File: config.mk
export PLATFORM = sky130hd
export DESIGN_NAME = serial_digit_adder
export DESIGN_NICKNAME = d
export VERILOG_FILES = /design/src/rtl/serial_digit_adder.sv
export SDC_FILE = /design/constraint.sdc
export NUM_CORES = 1
export LEC_CHECK = 0
export CORE_UTILIZATION = 45
export DETAILED_ROUTE_END_ITERATION = 6
export DONT_BUFFER_PORTS = 1
export GPL_TIMING_DRIVEN = 1
export PLACE_DENSITY = 0.7
export SLEW_MARGIN = 0
export SYNTH_ARGS = -nofsm -noshare
export SYNTH_HDL_FRONTEND = slang
export SYNTH_SLANG_ARGS = --single-unit
File: constraint.sdc
create_clock -name clk -period 3.2 [get_ports clk]
set_input_delay 0.32 -clock clk [delete_from_list [all_inputs] [get_ports clk]]
set_output_delay 0.32 -clock clk [all_outputs]
set_load 0.02 [all_outputs]
File: src/rtl/serial_digit_adder.sv
`default_nettype none
// ============================================================================
// Module      : serial_digit_adder
// Description : Digit-serial adder with carry-in. Adds two WIDTH-bit operands
//               plus a carry-in, DIGIT bits per clock, through a registered
//               carry. One operation takes N = WIDTH/DIGIT RUN cycles.
//               Valid/ready handshake on both the operand and result sides.
// Parameters  : WIDTH (>=1) operand/sum width, DIGIT bits per cycle
//               (must divide WIDTH).
// Ports       : clk, rst (sync, active-high)
//               in_valid/in_ready, a, b, cin        operand side
//               out_valid/out_ready, sum, cout      result side
//               busy                                high in RUN or DONE
//               ovf (only with SERIAL_DIGIT_ADDER_OVF_EN) signed overflow
// Options     : `define SERIAL_DIGIT_ADDER_OVF_EN to add the ovf output.
// Revision    : 1.0  initial release
// ============================================================================
module serial_digit_adder #(
    parameter int WIDTH = 8,
    parameter int DIGIT = 2
) (
    input  logic             clk,
    input  logic             rst,
    input  logic             in_valid,
    output logic             in_ready,
    input  logic [WIDTH-1:0] a,
    input  logic [WIDTH-1:0] b,
    input  logic             cin,
    output logic             out_valid,
    input  logic             out_ready,
    output logic [WIDTH-1:0] sum,
    output logic             cout,
    output logic             busy
`ifdef SERIAL_DIGIT_ADDER_OVF_EN
    ,
    output logic             ovf
`endif
);

    localparam int N  = WIDTH / DIGIT;
    // Counter needs at least one bit even when a whole operation is one digit.
    localparam int CW = (N > 1) ? $clog2(N) : 1;
    localparam logic [CW-1:0]    c_LAST = CW'(N - 1);
    localparam logic [WIDTH-1:0] c_MASK = WIDTH'({DIGIT{1'b1}});

    typedef enum logic [1:0] {
        S_IDLE = 2'd0,
        S_RUN  = 2'd1,
        S_DONE = 2'd2
    } state_t;

    state_t            r_state;
    state_t            w_state_nxt;
    logic [WIDTH-1:0]  r_a;
    logic [WIDTH-1:0]  r_b;
    logic              r_carry;
    logic [CW-1:0]     r_cnt;
    logic [WIDTH-1:0]  r_sum;
    logic              r_cout;

    logic              w_accept;
    logic              w_last;
    logic [31:0]       w_lsb;
    logic [DIGIT-1:0]  w_a_dig;
    logic [DIGIT-1:0]  w_b_dig;
    logic [DIGIT:0]    w_add;
    logic [WIDTH-1:0]  w_sum_upd;

    // ------------------------------------------------------------------------
    // Handshake / status
    // ------------------------------------------------------------------------
    assign in_ready  = (r_state == S_IDLE) && !rst;
    assign w_accept  = in_valid && in_ready;
    assign out_valid = (r_state == S_DONE);
    assign busy      = (r_state == S_RUN) || (r_state == S_DONE);
    assign sum       = r_sum;
    assign cout      = r_cout;

    // ------------------------------------------------------------------------
    // Digit slice and adder. Shifts are used instead of variable part-selects
    // so the digit position can be a plain runtime value.
    // ------------------------------------------------------------------------
    assign w_last    = (r_cnt == c_LAST);
    assign w_lsb     = 32'(r_cnt) * DIGIT;
    assign w_a_dig   = DIGIT'(r_a >> w_lsb);
    assign w_b_dig   = DIGIT'(r_b >> w_lsb);
    assign w_add     = {1'b0, w_a_dig} + {1'b0, w_b_dig} + {{DIGIT{1'b0}}, r_carry};
    // Replace only digit k of the running sum; other bits keep their values.
    assign w_sum_upd = (r_sum & ~(c_MASK << w_lsb))
                     | (WIDTH'(w_add[DIGIT-1:0]) << w_lsb);

    // ------------------------------------------------------------------------
    // FSM
    // ------------------------------------------------------------------------
    always_ff @(posedge clk) begin
        if (rst) begin
            r_state <= S_IDLE;
        end else begin
            r_state <= w_state_nxt;
        end
    end

    always_comb begin
        w_state_nxt = r_state;
        case (r_state)
            S_IDLE:  if (w_accept)  w_state_nxt = S_RUN;
            S_RUN:   if (w_last)    w_state_nxt = S_DONE;
            S_DONE:  if (out_ready) w_state_nxt = S_IDLE;
            default:                w_state_nxt = S_IDLE;
        endcase
    end

    // ------------------------------------------------------------------------
    // Datapath
    // ------------------------------------------------------------------------
    always_ff @(posedge clk) begin
        if (rst) begin
            r_a     <= '0;
            r_b     <= '0;
            r_carry <= 1'b0;
            r_cnt   <= '0;
            r_sum   <= '0;
            r_cout  <= 1'b0;
        end else begin
            case (r_state)
                S_IDLE: begin
                    if (w_accept) begin
                        r_a     <= a;
                        r_b     <= b;
                        r_carry <= cin;
                        r_cnt   <= '0;
                    end
                end
                S_RUN: begin
                    r_sum   <= w_sum_upd;
                    r_carry <= w_add[DIGIT];
                    r_cnt   <= r_cnt + CW'(1);
                    if (w_last) begin
                        r_cout <= w_add[DIGIT];
                    end
                end
                default: ;
            endcase
        end
    end

`ifdef SERIAL_DIGIT_ADDER_OVF_EN
    logic r_ovf;
    logic w_c_into_msb;

    // Carry into the MSB recovered from the MSB's own inputs and result bit.
    assign w_c_into_msb = w_a_dig[DIGIT-1] ^ w_b_dig[DIGIT-1] ^ w_add[DIGIT-1];
    assign ovf          = r_ovf;

    always_ff @(posedge clk) begin
        if (rst) begin
            r_ovf <= 1'b0;
        end else if ((r_state == S_RUN) && w_last) begin
            r_ovf <= w_c_into_msb ^ w_add[DIGIT];
        end
    end
`endif

endmodule
`default_nettype wire
Yosys cells after proc, flatten, opt, wreduce, memory -nomap -nowiden
Cells that the tools add are included.

Logic and storage cells: 41. Output and inout port bits: 12. Bits in registers: 30.

Equal/unequal tests: 6. Bitwise logic cells: 3. Add/subtract/negate cells: 3. Muxes and demuxes: 8. Reduce and logical (&&, ||, !) cells: 10. Shift-type cells: 4.

Operators with widths (number): $shr A8 B3 Y2 (2); $and A8 B8 Y8 (1); $mux W2 (4); $not A8 Y8 (1); $or A8 B8 Y8 (1); $shl A2 B3 Y8 (1); $shl A2 B3 Y8 const A (1); $pmux W2 S3 (1); $reduce_and A2 Y1 (3); $eq A2 B2 Y1 const B (2); $ne A2 B2 Y1 const B (2); $pmux W2 S2 (1); $add A2 B2 Y3 (1); $add A3 B1 Y3 (1); $reduce_and A3 Y1 (1); $add A2 B1 Y2 const B (1); $eq A2 B1 Y1 const B (1); $logic_and A1 B1 Y1 (2); $logic_not A2 Y1 (1); $ne A2 B1 Y1 const B (1); $pmux W1 S2 (1); $reduce_bool A2 Y1 (1); $logic_not A1 Y1 (1); $logic_or A1 B1 Y1 (1); $mux W1 (1).

Depth between registers and ports, before layout
Depth in word-level cells: 5. Depth in mapped cells: 7. Depth with buffers taken out: 6.

Worst setup path after synthesis
OpenSTA, ideal clock, no wires.

Path type: reg2reg. Start: reg r_cnt[0]. End: reg r_sum[3], in the netlist sum[3]. Stages on the path, launching flop included: 8. Data required time: 3.083 ns. Setup slack: 0.785 ns. Arrival: 2.297 ns. Clock period less this slack: 2.415 ns. Cell sequence: dfxtp_1 > buf_2 > mux4_2 > fa_1 > fa_1 > nor2b_1 > a32oi_1 > nor2_1.

Word-level cells in the longest chain between the ends: 5. Elaborated cells between the ends (all ways): 9. Classes of those cells: 2 x add/sub; 4 x shift; 3 x bitwise.

RTL lines: start: declaration (RTL line 57) `logic [CW-1:0] r_cnt;`; start signal: assignment (RTL line 137) `r_cnt <= r_cnt + CW'(1);`; $shr A8 B3 Y2, on equally long branches (RTL line 85, 86); $add A2 B2 Y3 (RTL line 87) `assign w_add = {1'b0, w_a_dig} + {1'b0, w_b_dig} + {{DIGIT{1'b0}}, r_carry};`; $add A3 B1 Y3 (RTL line 87); $shl A2 B3 Y8 (RTL line 90) `| (WIDTH'(w_add[DIGIT-1:0]) << w_lsb);`; $or A8 B8 Y8 * (RTL line 90); end signal: assignment (RTL line 135) `r_sum <= w_sum_upd;`; end: declaration (RTL line 58) `logic [WIDTH-1:0] r_sum;`.

Every way passes the cells marked *; elsewhere a longest branch is shown, timed or not. A chain may end at the register's enable or synchronous reset.

Worst setup path in the final report
Ends and elaborated chain as after synthesis.

==> flow_metrics.tcl <==
set metrics [dict create \
    syn_area_um2 1500 \
    cts.sinks 30 \
    critPathTopFamily "adder cells" \
    criticalPathCategory "reg2reg" \
    avgSynthCellArea_um2 9.58 \
    drt_iter0_markers 65 \
    slowest_delay_ns 0.65 \
    worstHoldEndpoint "r_carry$_SDFFE_PP0P_" \
    io_buffers 0 \
    cts.path.max_buffers 2 \
    peakVddDrop_mv 0.265 \
    min_from "rst" \
    r2r_cells 6 \
    start_kind "flip-flop" \
    crit_path_frequent_cell "fa_1" \
    setup_violations 0 \
    tns_ns 0 \
    synthCells 157 \
    cp_max_fo 13 \
    critPathBufInv 0 \
    post-route-drc-count 0 \
    r2r_setup_slack_ns 0.54 \
    grt_start_max_net_pins 35 \
    ys_ff_latch 30 \
    end_kind "flip-flop" \
    drt-total-wl_mm 2.68 \
    fin_crit_sh 0.832 \
    rr_startpoint "r_cnt[0]$_SDFFE_PP0P_" \
    synth_edf_count 0 \
    critPathRequiredTime_ns 3.47 \
    multi_input_area_um2 811 \
    ant_nets 0 \
    nets 187 \
    routedWlPerCell_um 13.3 \
    seq_area_um2 601 \
    io_pins 33 \
    cts_made_buffers 5 \
    slowest_stage "dfxtp_1" \
    cts_root_buf "clkbuf_4" \
    startpoint "r_cnt[0]$_SDFFE_PP0P_" \
    gr-total-overflow 0 \
    grt_pass1_vias 1046 \
    synth_nets 188 \
    relSlewSlack 0.661 \
    first_pass_iters 4 \
    synth.distinct_cells 27 \
    drv_slew 0 \
    cts_tree "yes" \
    core_um2 3100 \
    min_path_type "in2reg" \
    num_vias 1081 \
    clk_latency_ns 0.34 \
    antenna_found_initial 0 \
    status "finished clean" \
    worst_slew_pin_slew_ns 0.509 \
    hpwl_mm 1.95 \
    syn_to_final_growth_pct 4.91 \
    grt_setup_unrepaired "false" \
    die_x_um 59.8 \
    clock.fmax_mhz 376 \
    cts-resized-gates 0 \
    n_fill_cell 304 \
    htree_levels 2 \
    via_per_inst 5.38 \
    antenna_cells 0 \
    grt_pass1_wl_mm 4.47 \
    die-area_um2 3580 \
    cap_violations 0 \
    layout-drive-gt1-share 0.166 \
    ys_seq_area_frac 0.399 \
    initial_core_util 0.485 \
    path_clk_slew_ns 0.09 \
    num_rows 20 \
    post_cts_buffers 0 \
    yosysWarnings 0 \
    fin_util 0.508 \
    worst_ep_arrival_time_ns 2.93 \
    gp_congestion 0.740 \
    hold_violations 0 \
    async_flop_share 0 \
    path_cells "mux4_2 -> fa_1 -> fa_1 -> nor2b_1 -> a32oi_1 -> nor2_1" \
    cts_hold_buf 0 \
    power_density_nw_per_um2 755 \
    r2r_end "sum[3]$_SDFFE_PP0P_" \
    synth-main-ff-cell "dfxtp_1" \
    p_leak_uw 0.000582 \
    grt_usage 0.176 \
    fin_worst_skew_ns 0.0105 \
    min_period_ns 2.66 \
    hold_depth 1 \
    die_h_um 59.8 \
]
-- layout make-up --
| cell class | count | share of cell area |
|---|---|---|
| Sequential cell | 30 | 0.381 |
| Inverter | 5 | 0.0119 |
| Timing Repair Buffer | 2 | 0.00952 |
| Tap cell | 44 | 0.0349 |
| Clock buffer | 5 | 0.0238 |
| Clock inverter | 3 | 0.0254 |
| Multi-Input combinational cell | 112 | 0.514 |
-- per-stage QoR --
stage | total power, µW | hold slack (ns) | instance area (µm²) | std cells | setup slack (ns)
after global placement | 886 | 0.391 | 1500 | 193 | 0.631
after CTS | 1200 | 0.0359 | 1580 | 201 | 0.538
after global routing | 1270 | 0.0235 | 1580 | 201 | 0.416
after detailed placement | 907 | 0.393 | 1500 | 193 | 0.569
final | 1190 | 0.0470 | 1580 | 201 | 0.538
after floorplan | 852 | 0.433 | 1500 | 157 | 0.785
-- report_power, final --
| group | switching, µW | internal (µW) |
|---|---|---|
| clock network | 132 | 162 |
| logic | 234 | 165 |
| registers | 61.6 | 438 |
| total | 428 | 764 |
-- per-layer routing --
layer	share of wire	wire, µm	GRT usage
met1	0.44	1180	0.191
met2	0.49	1310	0.294
met3	0.058	156	0.0823
met4	0.016	42	0.0698
met5	0	0	0
-- placed cells by master (no fill, tap or decap), types with 2 or more instances in the layout --
master	n
a22oi_1	3
clkbuf_4	5
o31ai_1	2
nand2b_1	18
nand4_1	4
a21oi_1	3
nand2_1	24
mux4_2	4
fa_1	2
nor2b_1	6
ha_1	8
o21ai_1	6
o21ai_2	10
buf_4	2
dfxtp_1	30
inv_1	5
clkinv_2	2
a32oi_1	5
nor2_1	9
-- sequential cells by signal (all words and copies together) (netlist names) --
register	count
r_carry	1
r_state	2
cout	1
r_a	8
r_cnt	2
r_b	8
sum	8
-- cell families after synthesis --
group,share of synthesized area
flip-flops,0.399
AND/OR/NAND/NOR,0.223
AO/OA/AOI/OAI,0.156
adder cells (fa/ha/maj),0.0932
multiplexers,0.0666
buffers and inverters,0.0616
-- cells in the mapped netlist (2+ instances only) --
master | number | area, µm²
a21oi_1 | 3 | 15.0
a22oi_1 | 3 | 22.5
a32oi_1 | 5 | 43.8
buf_2 | 5 | 25.0
buf_6 | 4 | 45.0
dfxtp_1 | 30 | 601
fa_1 | 2 | 40.0
ha_1 | 8 | 100
inv_1 | 5 | 18.8
mux4_2 | 4 | 90.1
nand2_1 | 24 | 90.1
nand2b_1 | 18 | 113
nand4_1 | 4 | 25.0
nor2_1 | 9 | 33.8
nor2b_1 | 6 | 37.5
o21ai_1 | 6 | 30.0
o21ai_2 | 10 | 87.6
o31ai_1 | 2 | 15.0
-- how the worst max path moves through the flow --
| stage | end | slack, ns | cells past startpoint |
|---|---|---|---|
| after detailed placement | sum[3]$_SDFFE_PP0P_ | 0.57 | 6 |
| after floorplan | sum[3]$_SDFFE_PP0P_ | 0.79 | 7 |
| final | sum[3]$_SDFFE_PP0P_ | 0.54 | 6 |
| after global placement | sum[3]$_SDFFE_PP0P_ | 0.63 | 6 |
| after CTS | sum[3]$_SDFFE_PP0P_ | 0.54 | 6 |
| after global routing | sum[3]$_SDFFE_PP0P_ | 0.42 | 6 |
(Power assumes the default switching activity.)
